<file path="src/rtl/lcd_byte_writer.sv">
// lcd_byte_writer: sends one command/data byte to a 4-bit HD44780-style LCD bus.
// Each byte goes out as two nibbles, high nibble first. Every LCD pin is driven
// from a register. The setup, E-high, inter-nibble gap and execution waits are
// all timed from a single 20-bit cycle counter.
module lcd_byte_writer #(
    parameter int unsigned T_SETUP     = 2,
    parameter int unsigned T_E_HIGH    = 12,
    parameter int unsigned T_NIB_GAP   = 50,
    parameter int unsigned T_EXEC      = 2000,
    parameter int unsigned T_EXEC_LONG = 82000
) (
    input  logic       clk_50,
    input  logic       rst_n,
    input  logic       init_done,
    input  logic       wr_valid,
    input  logic       wr_rs,
    input  logic [7:0] wr_data,
    output logic       wr_ready,
    output logic       busy,
    output logic       lcd_rs,
    output logic       lcd_rw,
    output logic       lcd_e,
    output logic [3:0] lcd_d
);

    localparam logic [19:0] LIM_SETUP = 20'(T_SETUP - 1);
    localparam logic [19:0] LIM_EHIGH = 20'(T_E_HIGH - 1);
    localparam logic [19:0] LIM_GAP   = 20'(T_NIB_GAP - 1);
    localparam logic [19:0] LIM_EXEC  = 20'(T_EXEC - 1);
    localparam logic [19:0] LIM_LONG  = 20'(T_EXEC_LONG - 1);

    typedef enum logic [2:0] {
        IDLE,
        SETUP_H,
        EHI_H,
        GAP,
        SETUP_L,
        EHI_L,
        EXEC
    } state_t;

    state_t      state_q, state_d;
    logic [19:0] cnt_q, cnt_d;
    logic        rs_q, rs_d;
    logic [7:0]  data_q, data_d;
    logic        long_q, long_d;
    logic        lcd_rs_q, lcd_rs_d;
    logic        lcd_e_q, lcd_e_d;
    logic [3:0]  lcd_d_q, lcd_d_d;
    logic [19:0] limit;
    logic        accept;

    assign wr_ready = (state_q == IDLE) && init_done;
    assign busy     = (state_q != IDLE);
    assign accept   = wr_valid && wr_ready;
    assign lcd_rs   = lcd_rs_q;
    assign lcd_rw   = 1'b0;
    assign lcd_e    = lcd_e_q;
    assign lcd_d    = lcd_d_q;

    // State, counter, latched byte and registered LCD pins
    always_ff @(posedge clk_50 or negedge rst_n) begin
        if (!rst_n) begin
            state_q  <= IDLE;
            cnt_q    <= '0;
            rs_q     <= 1'b0;
            data_q   <= '0;
            long_q   <= 1'b0;
            lcd_rs_q <= 1'b0;
            lcd_e_q  <= 1'b0;
            lcd_d_q  <= '0;
        end else begin
            state_q  <= state_d;
            cnt_q    <= cnt_d;
            rs_q     <= rs_d;
            data_q   <= data_d;
            long_q   <= long_d;
            lcd_rs_q <= lcd_rs_d;
            lcd_e_q  <= lcd_e_d;
            lcd_d_q  <= lcd_d_d;
        end
    end

    // Next-state sequencing, plus the next pin values derived from the next state
    always_comb begin
        state_d = state_q;
        cnt_d   = cnt_q;
        rs_d    = rs_q;
        data_d  = data_q;
        long_d  = long_q;

        unique case (state_q)
            SETUP_H, SETUP_L: limit = LIM_SETUP;
            EHI_H, EHI_L:     limit = LIM_EHIGH;
            GAP:              limit = LIM_GAP;
            EXEC:             limit = long_q ? LIM_LONG : LIM_EXEC;
            default:          limit = '0;
        endcase

        if (state_q == IDLE) begin
            if (accept) begin
                rs_d    = wr_rs;
                data_d  = wr_data;
                long_d  = !wr_rs && (wr_data[7:2] == 6'd0) && (wr_data[1:0] != 2'd0);
                state_d = SETUP_H;
                cnt_d   = '0;
            end
        end else if (cnt_q == limit) begin
            cnt_d = '0;
            unique case (state_q)
                SETUP_H: state_d = EHI_H;
                EHI_H:   state_d = GAP;
                GAP:     state_d = SETUP_L;
                SETUP_L: state_d = EHI_L;
                EHI_L:   state_d = EXEC;
                default: state_d = IDLE;
            endcase
        end else begin
            cnt_d = cnt_q + 20'd1;
        end

        // Pins are loaded only on entry into or stay in a setup state, so RS/D
        // can never move while E is high.
        lcd_e_d  = (state_d == EHI_H) || (state_d == EHI_L);
        lcd_rs_d = lcd_rs_q;
        lcd_d_d  = lcd_d_q;
        if (state_d == SETUP_H) begin
            lcd_rs_d = rs_d;
            lcd_d_d  = data_d[7:4];
        end else if (state_d == SETUP_L) begin
            lcd_d_d  = data_d[3:0];
        end
    end

endmodule

</file>
<file path="config.mk">
export PLATFORM = sky130hd
export DESIGN_NAME = lcd_byte_writer
export DESIGN_NICKNAME = d
export VERILOG_FILES = /design/src/rtl/lcd_byte_writer.sv
export SDC_FILE = /design/constraint.sdc
export NUM_CORES = 1
export LEC_CHECK = 0
export CAP_MARGIN = 0
export CORE_MARGIN = 2
export CORE_UTILIZATION = 55
export DETAILED_ROUTE_END_ITERATION = 8
export DONT_BUFFER_PORTS = 1
export PLACE_DENSITY = 0.73
export SYNTH_ARGS = -nofsm -noshare
export SYNTH_HDL_FRONTEND = slang
export SYNTH_SLANG_ARGS = --single-unit
export TNS_END_PERCENT = 50
</file>
<file path="constraint.sdc">
create_clock -name clk_50 -period 2.8 [get_ports clk_50]
set_input_delay 0.28 -clock clk_50 [delete_from_list [all_inputs] [get_ports clk_50]]
set_output_delay 0.28 -clock clk_50 [all_outputs]
set_load 0.01 [all_outputs]
</file>
After elaboration in Yosys (flattened, before gate mapping)
Cells that the tools add are included.
W data, S select, Z words.
{"block": "word_totals", "output_inout_bits": 9, "ff_bits": 39}
{"block": "classes", "mux": 15, "reduce_logical": 14, "addsub": 1, "n_eq_ne": 12}
{"cell": "$pmux W17 S4", "n": 1}
{"cell": "$mux W20", "n": 3}
{"cell": "$add A20 B1 Y20 const B", "n": 1}
{"cell": "$eq A20 B20 Y1", "n": 1}
{"cell": "$mux W17", "n": 1}
{"cell": "$mux W8", "n": 2}
{"cell": "$eq A3 B3 Y1 const B", "n": 5}
{"cell": "$pmux W3 S5", "n": 1}
{"cell": "$eq A3 B2 Y1 const B", "n": 3}
{"cell": "$mux W3", "n": 3}
{"cell": "$mux W4", "n": 2}
{"cell": "$eq A3 B1 Y1 const B", "n": 2}
{"cell": "$logic_not A6 Y1", "n": 1}
{"cell": "$logic_and A1 B1 Y1", "n": 4}
{"cell": "$reduce_bool A2 Y1", "n": 2}
{"cell": "$reduce_or A2 Y1", "n": 2}
{"cell": "$logic_not A3 Y1", "n": 1}
{"cell": "$reduce_bool A3 Y1", "n": 1}
{"cell": "$mux W1", "n": 2}
{"cell": "$ne A2 B2 Y1 const B", "n": 1}
{"cell": "$reduce_and A2 Y1", "n": 1}
{"cell": "$logic_not A1 Y1", "n": 1}
{"cell": "$logic_or A1 B1 Y1", "n": 1}

Logic depth before layout (Yosys ltp)
{"block": "logic_depth", "ltp_word": 9, "mapped_depth": 11, "mapped_depth_nobuf": 9}

Worst setup path after synthesis
Ideal clock, no wire load.
{"block": "synth_path", "kind": "reg2reg", "from": "register state_q[1]", "to": "register lcd_rs_q, in the netlist lcd_rs", "t_required_ns": 2.675, "arrival_ns": 2.675, "setup_slack_ns": 0.000, "setup_time_ns": 0.125, "n_path_buf": 1, "synth_period_minus_slack_ns": 2.800, "path_stages_with_launch": 10, "cell_sequence": "dfrtp_1 nor3_4 inv_2 or3_1 a311o_1 buf_6 o41ai_1 o31ai_4 nor3_2 mux2_4"}
{"block": "synth_between", "elab_chain_cells": 7}
{"item": "start, declared", "line_no": "42", "rtl": "state_t state_q, state_d;"}
{"item": "start signal, assigned", "line_no": "73", "rtl": "state_q <= state_d;"}
{"item": "$eq A3 B3 Y1 (tied with other cells)", "line_no": "92, 110"}
{"item": "$reduce_or A2 Y1", "line_no": "92", "rtl": "unique case (state_q)"}
{"item": "$pmux W17 S4", "line_no": "92"}
{"item": "$eq A20 B20 Y1", "line_no": "108", "rtl": "end else if (cnt_q == limit) begin"}
{"item": "$mux W3", "line_no": "108"}
{"item": "$mux W3", "line_no": "100", "rtl": "if (state_q == IDLE) begin"}
{"item": "$eq A3 B1 Y1", "line_no": "127", "rtl": "if (state_d == SETUP_H) begin"}
{"item": "end signal, assigned", "line_no": "78", "rtl": "lcd_rs_q <= lcd_rs_d;"}
{"item": "end, declared", "line_no": "47", "rtl": "logic lcd_rs_q, lcd_rs_d;"}
Several ways; a longest one is shown, not always the timed one.
A chain may end at the register's enable or synchronous reset.

Worst setup path after layout
Ends and elaborated chain as after synthesis.

==> impl_metrics.ini <==
[cts]
cts_root_buffer = clkbuf_8
clkSlewWorstSetupHoldPaths_ns = 0.08
cts_max_level = 2
cts_buffers = 5
cts_buffer_depth = 2
cts_tree = done
cts.sinks = 39
clock_latency_ns = 0.29

[global_route]
grt_pass1_vias = 2187
grt_first_pass_wirelength_um = 10200
grt_max_degree = 40
antenna_found_initial = 0
grt_use_total = 0.248
overflow = 0

[power_and_ir_drop]
p_per_area_nw_per_um2 = 1140
p_leak_nw = 1.25
worst_ir_drop_vdd_uv = 838

[logic_synthesis]
yosys.area.top_type = dfrtp_1
synth_enable_flop_cells = 0
synth-main-ff-cell = dfrtp_1
syn_nets = 312
yosys.cell_types.count = 56
yosys-top-cells-count = nand2_1, dfrtp_1, o21ai_0
syn-cell-area_sq_um = 2540
synthTopCellsByArea = dfrtp_1, nand2_1, o21ai_0
syn_inst = 297
synth.most_common_cell = nand2_1
yosysWarnings = 0
post-synth-top-area-fraction = 0.384
ys_seq_area_frac = 0.384
synth_seq_cells = 39
avgSynthCellArea_sq_um = 8.55
async_flop_share = 1.00

[timing]
tightest_slew_ns = 0.585
timing.fmax_mhz = 364
relSlewSlack = 0.609
hold_violations = 0
slew_violations = 0
setup_tns_ns = 0
rsz0062_at_grt = yes
period_share = 0.982
skew_ns = 0.00754
fin_crit_ns = 2.75
setup_violations = 0

[hold_path]
hold_path.class = in2reg
min_from = wr_data[7]

[layout]
nets = 334
multi_input_area_sq_um = 1490
area_growth_pct = 16.5
post-route-util = 0.670
seq_area_sq_um = 980
layout-drive-gt1-share = 0.197
nFillCells = 373
n_antenna_cell = 0

[routing]
via_per_inst = 6.27
wl_per_cell_um = 16.7
vias = 2325
ant_nets = 0
drc_errors = 0
drt-total-wl_um = 6200
drtPass1Iterations = 4
drt_first_iter_violations = 119

[setup_path]
critPathMaxFanout = 8
startpoint = state_q[1]
crit_arrival_ns = 2.93
worstPathCellList = clkbuf_2, nor4bb_1, o21ai_0, a311o_2, o31a_1, a211o_1, nor3_2, mux2_4
critical_path_class = reg2reg
max_stage_delay_ns = 0.46
crit_required_ns = 2.98
startpoint_type = flop
cp-end-kind = flop
cpMaxStageDelayCell = a311o_2
reg2reg_from = state_q[1]

[placed_design]
gp_congestion = 0.901
io_buffers = 0
dp_hpwl_um = 4120

[floorplanning]
initial_utilization = 0.575
ios = 22
die_h_um = 71.9
die_x_um = 71.9
die-area_sq_um = 5180
fp-row-count = 24
core_sq_um = 4410

[run_status]
status = finished clean

[run]
maxCapViolCount = 0
==> timing repair <==
action | in CTS | in global routing
buffers inserted | 0 | 7
pin swaps | 1 | 7
endpoints found under the setup margin | 3 | 10
hold endpoints to repair | 39 | 0
gates resized for setup | 3 | 11
hold buffers | 2 | 0
==> worst max-delay path: cells and delay by family, from the launching register on <==
| kind | cells | cell delay (ns) |
|---|---|---|
| AO/OA/AOI/OAI | 4 | 1.24 |
| buffers and inverters | 1 | 0.18 |
| flip-flops | 1 | 0.44 |
| multiplexers | 1 | 0.31 |
| AND/OR/NAND/NOR | 2 | 0.48 |
==> placed cells by master, fill, tap and decap left out, types with 3 or more instances in the layout <==
master	Yosys	routed
nor2b_1	6	6
o31a_1	6	6
clkbuf_8	0	6
o31ai_1	5	5
nor3_1	9	9
nor2_1	14	14
nor4_1	7	7
nand2_1	54	54
and4_1	3	3
dfrtp_1	39	36
o21ai_0	30	30
mux2i_1	9	8
inv_1	8	8
o211ai_1	4	4
xor2_1	5	5
dfrtp_2	0	3
o21a_1	4	4
buf_4	3	31
nand3_1	14	14
and3_1	8	8
==> cells by family after synthesis <==
group,share of synthesized area
buffers and inverters,0.0542
adders and majority gates,0.00986
xor gates and xnor gates,0.0242
DFF,0.384
muxes,0.0414
other,0.00148
and+or+nand+nor,0.283
AOI/OAI and AO/OA,0.202
==> layer usage <==
metal,vias up,wire (um),track usage
li1,1119,-,-
met1,1120,2560,0.322
met2,76,3150,0.404
met3,10,389,0.0611
met4,0,104,0.0901
met5,-,0,0
==> worst paths after layout <==
check	end	slack, ns	depth (start not counted)
worst min-delay path	data_q[7]	0.12	2
max in group asynchronous	state_q[1]	2.14	2
worst min register to register	data_q[4]	0.47	2
worst max-delay path	lcd_rs	0.05	8
min in group asynchronous	cnt_q[1]	0.46	2
worst max register to register	lcd_rs	0.05	8
==> sequential cells by signal, indices dropped and copies added, names as in the netlist <==
register / flops
cnt_q: 20
data_q: 8
lcd_d: 4
state_q: 3
lcd_e: 1
lcd_rs: 1
long_q: 1
rs_q: 1
==> final cells by class <==
type,instances,area share
Inverter,9,0.0114
Clock inverter,1,0.00169
Multi-Input combinational cell,228,0.504
Tap cell,52,0.0220
Timing Repair Buffer,36,0.101
Clock buffer,6,0.0279
Sequential cell,39,0.331
==> stage by stage <==
stage / setup slack, ns / hold WS, ns / power, mW / std cells / instance area [sq um]
2_1_floorplan: 0.0703 / -0.0156 / 2.23 / 297 / 2550
3_3_place_gp: 0.0733 / -0.0142 / 2.71 / 355 / 2720
3_5_place_dp: -0.0283 / -0.0144 / 2.77 / 355 / 2720
4_1_cts: 0.00573 / 0.115 / 3.19 / 364 / 2850
5_1_grt: -0.0802 / 0.123 / 3.63 / 371 / 2960
6_report: 0.0495 / 0.119 / 3.37 / 371 / 2960
==> where the power goes <==
group / total [mW] / leakage [nW] / internal, mW / switching [mW]
Clock: 0.393 / 0.0470 / 0.194 / 0.199
Sequential: 0.937 / 0.510 / 0.741 / 0.196
Combinational: 2.04 / 0.694 / 0.887 / 1.15
Total: 3.37 / 1.25 / 1.82 / 1.55
(Power assumes the default switching activity.)
